===== src/rtl/traffic_light_pkg.sv =====
// traffic_light_pkg: phase encoding, schedule step boundaries and the step-to-lamp map
package traffic_light_pkg;
    localparam logic [1:0] PH_GREEN  = 2'd0;
    localparam logic [1:0] PH_DARK   = 2'd1;
    localparam logic [1:0] PH_YELLOW = 2'd2;
    localparam logic [1:0] PH_RED    = 2'd3;
    localparam logic [4:0] STEP_PASS  = 5'd7;
    localparam logic [4:0] STEP_DARK0 = 5'd8;
    localparam logic [4:0] STEP_DARK1 = 5'd10;
    localparam logic [4:0] STEP_YEL   = 5'd12;
    localparam logic [4:0] STEP_RED   = 5'd16;
    localparam logic [4:0] STEP_LAST  = 5'd23;

    function automatic logic [1:0] step_phase(input logic [4:0] s);
        return s >= STEP_RED ? PH_RED :
               s >= STEP_YEL ? PH_YELLOW :
               (s == STEP_DARK0 || s == STEP_DARK1) ? PH_DARK : PH_GREEN;
    endfunction

    // lamp triple is {R,G,Y}
    function automatic logic [2:0] step_lamps(input logic [4:0] s);
        logic [1:0] ph;
        ph = step_phase(s);
        return ph == PH_RED ? 3'b100 : ph == PH_YELLOW ? 3'b001 : ph == PH_DARK ? 3'b000 : 3'b010;
    endfunction
endpackage


===== src/rtl/traffic_light_shadow.sv =====
// traffic_light_shadow: free-running step/unit counters mirroring the controller schedule
module traffic_light_shadow import traffic_light_pkg::*; #(
    parameter int UNIT  = 64,
    parameter int CNT_W = 6
) (
    input  logic       clk,
    input  logic       rst,
    input  logic       pass,
    output logic [4:0] step,
    output logic [1:0] phase,
    output logic       wrap
);
    logic [CNT_W-1:0] unit, unit_nx;
    logic [4:0] step_nx;
    logic wrap_nx, last_unit;

    assign last_unit = unit == CNT_W'(UNIT - 1);
    assign phase = step_phase(step);

    // pass only restarts once the green minimum is served; earlier it just burns units
    always_comb begin
        unit_nx = last_unit ? '0 : unit + 1'b1;
        step_nx = step;
        wrap_nx = 1'b0;
        if (pass && step >= STEP_PASS) begin
            unit_nx = '0;
            step_nx = '0;
        end else if (!pass && last_unit) begin
            step_nx = step == STEP_LAST ? 5'd0 : step + 5'd1;
            wrap_nx = step == STEP_LAST;
        end
    end

    always_ff @(posedge clk or posedge rst) begin
        if (rst) begin
            unit <= '0;
            step <= '0;
            wrap <= 1'b0;
        end else begin
            unit <= unit_nx;
            step <= step_nx;
            wrap <= wrap_nx;
        end
    end
endmodule


===== src/rtl/traffic_light_monitor.sv =====
// traffic_light_monitor: passive lamp checker comparing controller lamps against a shadow schedule
module traffic_light_monitor import traffic_light_pkg::*; #(
    parameter int UNIT  = 64,
    parameter int CNT_W = 6,
    parameter int ERR_W = 8
) (
    input  logic             clk,
    input  logic             rst,
    input  logic             pass,
    input  logic             R,
    input  logic             G,
    input  logic             Y,
    output logic [4:0]       step,
    output logic [1:0]       phase,
    output logic             err,
    output logic             err_illegal,
    output logic [ERR_W-1:0] err_cnt,
    output logic             first_err_valid,
    output logic [4:0]       first_err_step,
    output logic             cycle_done
);
    logic mis, ill;

    traffic_light_shadow #(.UNIT(UNIT), .CNT_W(CNT_W)) u_shadow (
        .clk(clk), .rst(rst), .pass(pass), .step(step), .phase(phase), .wrap(cycle_done)
    );

    // the shadow step already reflects the edge that produced these lamps
    assign mis = {R, G, Y} != step_lamps(step);
    assign ill = (R & G) | (R & Y) | (G & Y);

    always_ff @(posedge clk or posedge rst) begin
        if (rst) begin
            err             <= 1'b0;
            err_illegal     <= 1'b0;
            err_cnt         <= '0;
            first_err_valid <= 1'b0;
            first_err_step  <= '0;
        end else begin
            err         <= mis;
            err_illegal <= ill;
            if (mis && err_cnt != '1)
                err_cnt <= err_cnt + 1'b1;
            if (mis && !first_err_valid) begin
                first_err_valid <= 1'b1;
                first_err_step  <= step;
            end
        end
    end
endmodule

===== config.mk =====
export PLATFORM = sky130hd
export DESIGN_NAME = traffic_light_monitor
export DESIGN_NICKNAME = d
export VERILOG_FILES = /design/src/rtl/traffic_light_pkg.sv /design/src/rtl/traffic_light_shadow.sv /design/src/rtl/traffic_light_monitor.sv
export SDC_FILE = /design/constraint.sdc
export NUM_CORES = 1
export LEC_CHECK = 0
export BUFFER_PORTS_ARGS = -buffer_cell sky130_fd_sc_hd__buf_2
export CAP_MARGIN = 20
export CORE_MARGIN = 8
export CORE_UTILIZATION = 30
export CTS_BUF_LIST = sky130_fd_sc_hd__clkbuf_16
export DETAILED_ROUTE_END_ITERATION = 6
export GPL_TIMING_DRIVEN = 1
export SYNTH_ARGS = -nofsm -noshare
export SYNTH_HDL_FRONTEND = slang
export SYNTH_SLANG_ARGS = --single-unit

===== constraint.sdc =====
create_clock -name clk -period 2.95 [get_ports clk]
set_input_delay 0.295 -clock clk [delete_from_list [all_inputs] [get_ports clk]]
set_output_delay 0.295 -clock clk [all_outputs]
set_load 0.05 [all_outputs]

Yosys cells after proc, flatten, opt, wreduce, memory -nomap -nowiden
Index checks and enable logic that the tools add are counted.
{ "classes": {"n_addsub": 3, "n_lt_le_gt_ge": 3, "n_eq_ne": 9, "mux": 13, "n_bitwise": 5, "reduce_logical": 8} }
{ "ops": {"columns": ["operator", "n"], "rows": [
  ["5-bit 2-to-1 mux", 3],
  ["6-bit 2-to-1 mux", 2],
  ["5-bit by 4-bit equality test with 1-bit output (second input constant)", 2],
  ["8-bit by 1-bit adder with 8-bit output (second input constant)", 1],
  ["2-bit 2-to-1 mux", 4],
  ["8-bit inequality test (second input constant)", 1],
  ["6-bit by 1-bit adder with 6-bit output (second input constant)", 1],
  ["6-bit equality test (second input constant)", 1],
  ["5-bit by 1-bit adder with 5-bit output (second input constant)", 1],
  ["5-bit equality test (second input constant)", 1],
  ["5-bit by 3-bit greater-or-equal comparator with 1-bit output (second input constant)", 1],
  ["5-bit by 4-bit greater-or-equal comparator with 1-bit output (second input constant)", 1],
  ["5-bit greater-or-equal comparator (second input constant)", 1],
  ["2-bit equality test (second input constant)", 2],
  ["1-bit logical AND", 4],
  ["1-bit AND", 3],
  ["1-bit 2-to-1 mux", 3],
  ["3-bit 2-to-1 mux", 1],
  ["3-bit inequality test", 1],
  ["2-bit by 1-bit equality test with 1-bit output (second input constant)", 1],
  ["1-bit zero test", 2],
  ["1-bit bitwise OR", 2],
  ["2-bit nonzero test", 1],
  ["1-bit logical OR", 1]
]} }
{ "word_totals": {"ff_bits": 28, "output_inout_bits": 24, "word_cells": 49} }

Logic depth before layout (Yosys ltp)
{ "depth": {"word_depth": 11, "ltp_mapped": 8, "depth_no_buf": 7} }

Cells and area by module
From an unflattened synthesis, not the netlist that was laid out.
{ "unflattened": {"hier_cells": 132, "area_unflattened_um2": 1461.4} }
{ "modules_own_cells": {"columns": ["mod", "instances", "cells_each", "area_each_um2", "seq_area_each_um2"], "rows": [
  ["traffic_light_monitor", 1, 63, 774.5, 400.4],
  ["traffic_light_shadow", 1, 69, 686.9, 300.3]
]} }

Worst setup path after synthesis
No wires, ideal clock.
{ "synth_timing": {"path_kind": "reg2reg", "from": "register u_shadow.step[0]", "to": "register err_cnt[2]", "arrival_ps": 2111, "t_required_ps": 2825, "path_slack_ps": 714, "path_stages_with_launch": 9, "n_path_buf": 1, "synth_period_minus_slack_ps": 2236, "cell_sequence": "dfrtp_1 > inv_1 > ha_1 > nor2_1 > nor3_1 > o31ai_2 > buf_4 > nand3_2 > mux2_4"} }
{ "synth_between": {"elab_chain_cells": 11, "word_cells_on_any_way": 16, "classes_between": "order compare (2); eq/ne (6); mux (6); reduce/logical (2)"} }
{ "synth_lines": {"columns": ["item", "line_no", "rtl"], "rows": [
  ["from (decl)", "traffic_light_shadow.sv:9", "output logic [4:0] step,"],
  ["from (signal assigned)", "traffic_light_shadow.sv:41", "step <= step_nx;"],
  ["parallel branches: the longest is 4 deep, another holds 5-bit by 4-bit greater-or-equal comparator with 1-bit output", null, null],
  ["2-bit 2-to-1 mux *", "traffic_light_pkg.sv:15", "return s >= STEP_RED ? PH_RED :"],
  ["2-bit by 1-bit equality test with 1-bit output", "traffic_light_pkg.sv:24", "return ph == PH_RED ? 3'b100 : ph == PH_YELLOW ? 3'b001 : ph == PH_DARK ? 3'b000 : 3'b010;"],
  ["2-bit 2-to-1 mux (2 in a row)", "traffic_light_pkg.sv:24", null],
  ["3-bit 2-to-1 mux *", "traffic_light_pkg.sv:24", null],
  ["3-bit inequality test *", "traffic_light_monitor.sv:29", "assign mis = {R, G, Y} != step_lamps(step);"],
  ["1-bit logical AND *", "traffic_light_monitor.sv:42", "if (mis && err_cnt != '1)"],
  ["to (signal assigned)", "traffic_light_monitor.sv:43", "err_cnt <= err_cnt + 1'b1;"],
  ["to (decl)", "traffic_light_monitor.sv:17", "output logic [ERR_W-1:0] err_cnt,"]
]} }
Mark *: on every way between the ends.
A chain may end at the register's enable or synchronous reset.

Worst setup path after layout
{ "layout_timing": {"from": "register u_shadow.step[0]", "to": "register err_cnt[1]"} }
The elaborated chain is that of the path after synthesis.

==> impl_metrics.env <==
export IMPL_status="finished clean"
export IMPL_grt_pass1_vias=1092
export IMPL_leakage_nw=0.7904
export IMPL_rsz0062_at_grt="false"
export IMPL_avgSynthCellArea_um2=10.84
export IMPL_viasPerCell=4.786
export IMPL_clock_latency_ns=0.26
export IMPL_relSlewSlack=0.6529
export IMPL_clk_pin_slew_ns=0.07
export IMPL_setup_tns_ns=0
export IMPL_hold_ws_ns=0.08514
export IMPL_port_buffers=29
export IMPL_grt_usage=0.09288
export IMPL_finalHoldViolCount=0
export IMPL_core_area_um2=4629
export IMPL_synth_simple_area_share=0.2131
export IMPL_die_width_um=84.53
export IMPL_synthMuxAreaShare=0.07282
export IMPL_htreeDepth=1
export IMPL_synth_top_cell_area_share=0.4973
export IMPL_yosysSeqAreaShare=0.4973
export IMPL_synth_top_family_by_area="simple AND/OR/NAND/NOR gates"
export IMPL_fin_crit_sh=0.6941
export IMPL_cts_tree="done"
export IMPL_critPathKind="flip-flop to flip-flop"
export IMPL_fin_util=0.3638
export IMPL_synth_largest_area_cell="dfrtp_1"
export IMPL_synth_area_um2=1409
export IMPL_irDropWorstVdd_mv=0.2868
export IMPL_die_height_um=84.53
export IMPL_wl_per_cell_um=14.34
export IMPL_dieArea_um2=7145
export IMPL_hold_path_class="input port to async pin"
export IMPL_synth_cells=130
export IMPL_cp_data_required_time_ns=3.10
export IMPL_cp_max_fo=12
export IMPL_hold_buffers=0
export IMPL_start_kind="flip-flop"
export IMPL_cts_made_buffers=3
export IMPL_synth_warning_count=0
export IMPL_drc=0
export IMPL_synth_area_leaders="dfrtp_1 50%, mux2_1 4.8%, ha_1 4.4%, nor2_1 4.0%, xnor2_1 3.7%"
export IMPL_drt_iter0_drc=45
export IMPL_cp_end_kind="flip-flop"
export IMPL_grt_remaining_overflow=0
export IMPL_crit_family="flip-flops"
export IMPL_routed_wl_mm=3.084
export IMPL_synth_adder_area_share=0.05151
export IMPL_worst_slew_pin_slew_ns=0.5167
export IMPL_first_pass_iters=3
export IMPL_final_nets=173
export IMPL_post_cts_resized=0
export IMPL_fp_row_count=25
export IMPL_area_growth_pct=19.54
export IMPL_slew_viol_final=0
export IMPL_cap_violations=0
export IMPL_crit_arrival_ns=2.19
export IMPL_io_pins=30
export IMPL_drive_above_1_share=0.2547
export IMPL_post_cts_buffers=0
export IMPL_syn_nets=141
export IMPL_antenna_found_initial=0
export IMPL_clock_skew_ns=0.003151
export IMPL_initial_core_util=0.3043
export IMPL_hpwl_mm=2.263
export IMPL_place_gp_congestion=0.7767
export IMPL_ys_types=38
export IMPL_clockBufferDepth=2
export IMPL_setup_viol=0
export IMPL_post_route_min_period_ns=2.048
export IMPL_cellPowerDensity_nw_per_um2=893.3
export IMPL_synth_xor_area_share=0.04973
export IMPL_max_freq_mhz=488.4
export IMPL_dr_total_vias=1029
export IMPL_ys_ff_latch=28
export IMPL_crit_chain="inv_1, ha_1, nor2_1, nor3_1, o31ai_2, buf_4, nand3_1, mux2_1"
export IMPL_clkSinkCount=28
export IMPL_cts_root_buf="clkbuf_16"
export IMPL_worstPathBufferInverterCount=2
export IMPL_grt_pass1_wl_mm=5.361
export IMPL_crit_slowest_cell="dfrtp_1"
export IMPL_grt_max_degree=29
export IMPL_slowest_delay_ns=0.44
export IMPL_drtAntennaViolNets=0
export IMPL_antenna_cells=0
export IMPL_synth_compound_area_frac=0.08526
[per-layer routing]
metal,vias to the layer above,wire [um],GRT usage
met2,21,1470,0.1532
met4,0,21,0.02913
li1,522,-,-
met3,2,160,0.03317
met5,-,0,0
met1,484,1431,0.1095
[Yosys cell counts]
master	number
nand2_2	1
a211oi_1	1
inv_1	3
xor2_1	2
nor4b_1	2
or2_2	1
a41oi_1	2
xnor2_1	6
a21boi_1	1
nor2b_1	5
and2_1	2
nor3b_1	1
a21o_1	1
or2_1	2
buf_4	2
nand2b_1	1
nor4bb_1	1
o21bai_1	1
nand4_1	2
nor2_1	15
mux2i_1	2
nand2_1	7
dfrtp_1	28
nand3_1	9
nor4b_2	1
ha_1	5
buf_2	1
mux2_4	1
maj3_1	1
buf_6	1
a31oi_1	3
a21oi_1	3
mux2_1	6
nand3_2	1
nor3_1	5
a31o_2	1
a22o_1	2
o31ai_2	1
[layout by cell type (no fill, tap or decap), types with 3 or more instances in the layout]
cell type / instances
xnor2_1: 6
nand3_1: 9
mux2_1: 6
buf_2: 29
nor3_1: 5
nand2_1: 7
inv_1: 3
ha_1: 5
nor2b_1: 5
dfrtp_1: 28
clkbuf_16: 3
a31oi_1: 3
nor2_1: 15
a21oi_1: 3
[flip-flops by register name, summed over array words and instances (netlist names)]
| signal | cells |
|---|---|
| err | 1 |
| u_shadow.unit | 6 |
| u_shadow.wrap | 1 |
| first_err_step | 5 |
| err_illegal | 1 |
| u_shadow.step | 5 |
| first_err_valid | 1 |
| err_cnt | 8 |
[tightest hold or removal path: cells and delay by family]
family / cells / cell delay, ns
buf+inv: 3 / 0.46
[path summary, 6_finish.rpt]
check	start	endpoint	slack (ns)	cells past startpoint
min	rst	u_shadow.unit[4]$_DFF_PP0_	0.09	3
max in group asynchronous	rst	err$_DFF_PP0_	2.60	3
min reg2reg	u_shadow.unit[0]$_DFF_PP0_	u_shadow.unit[0]$_DFF_PP0_	0.47	1
max reg2reg	u_shadow.step[0]$_DFFE_PP0P_	err_cnt[1]$_DFFE_PP0P_	0.90	8
min in group clk	pass	u_shadow.step[4]$_DFFE_PP0P_	0.24	2
max	u_shadow.step[0]$_DFFE_PP0P_	err_cnt[1]$_DFFE_PP0P_	0.90	8
[cell families after synthesis]
| kind of cell | count (synthesis) |
|---|---|
| XOR/XNOR | 8 |
| AO/OA/AOI/OAI | 16 |
| AND/OR/NAND/NOR | 56 |
| multiplexers | 9 |
| flip-flops | 28 |
| adder cells (fa/ha/maj) | 6 |
| buffers and inverters | 7 |
[cell type report]
type	count	area (um2)
Clock buffer	3	75.07
Fill cell	497	2945
Tap cell	54	67.56
Timing Repair Buffer	31	160.2
Sequential cell	28	700.7
Inverter	3	11.26
Multi-Input combinational cell	95	665.6
Clock inverter	1	3.754
[where the power goes]
part           internal, mW  switching, mW  leakage, nW
clock network         0.182          0.128       0.0385
logic                 0.200          0.388        0.406
registers             0.493          0.115        0.346
total                 0.874          0.630        0.790
[metrics by stage]
| stage | worst slack [ns] | total power, mW | area (um2) | std cells |
|---|---|---|---|---|
| finish | 0.9023 | 1.504 | 1684 | 215 |
| global route | 0.7199 | 1.603 | 1684 | 215 |
| CTS | 0.8991 | 1.531 | 1684 | 215 |
| detailed placement | 0.9116 | 1.208 | 1605 | 211 |
| global placement | 0.9599 | 1.202 | 1605 | 211 |
| floorplan | 0.7135 | 1.069 | 1409 | 130 |
(Power assumes the default switching activity.)
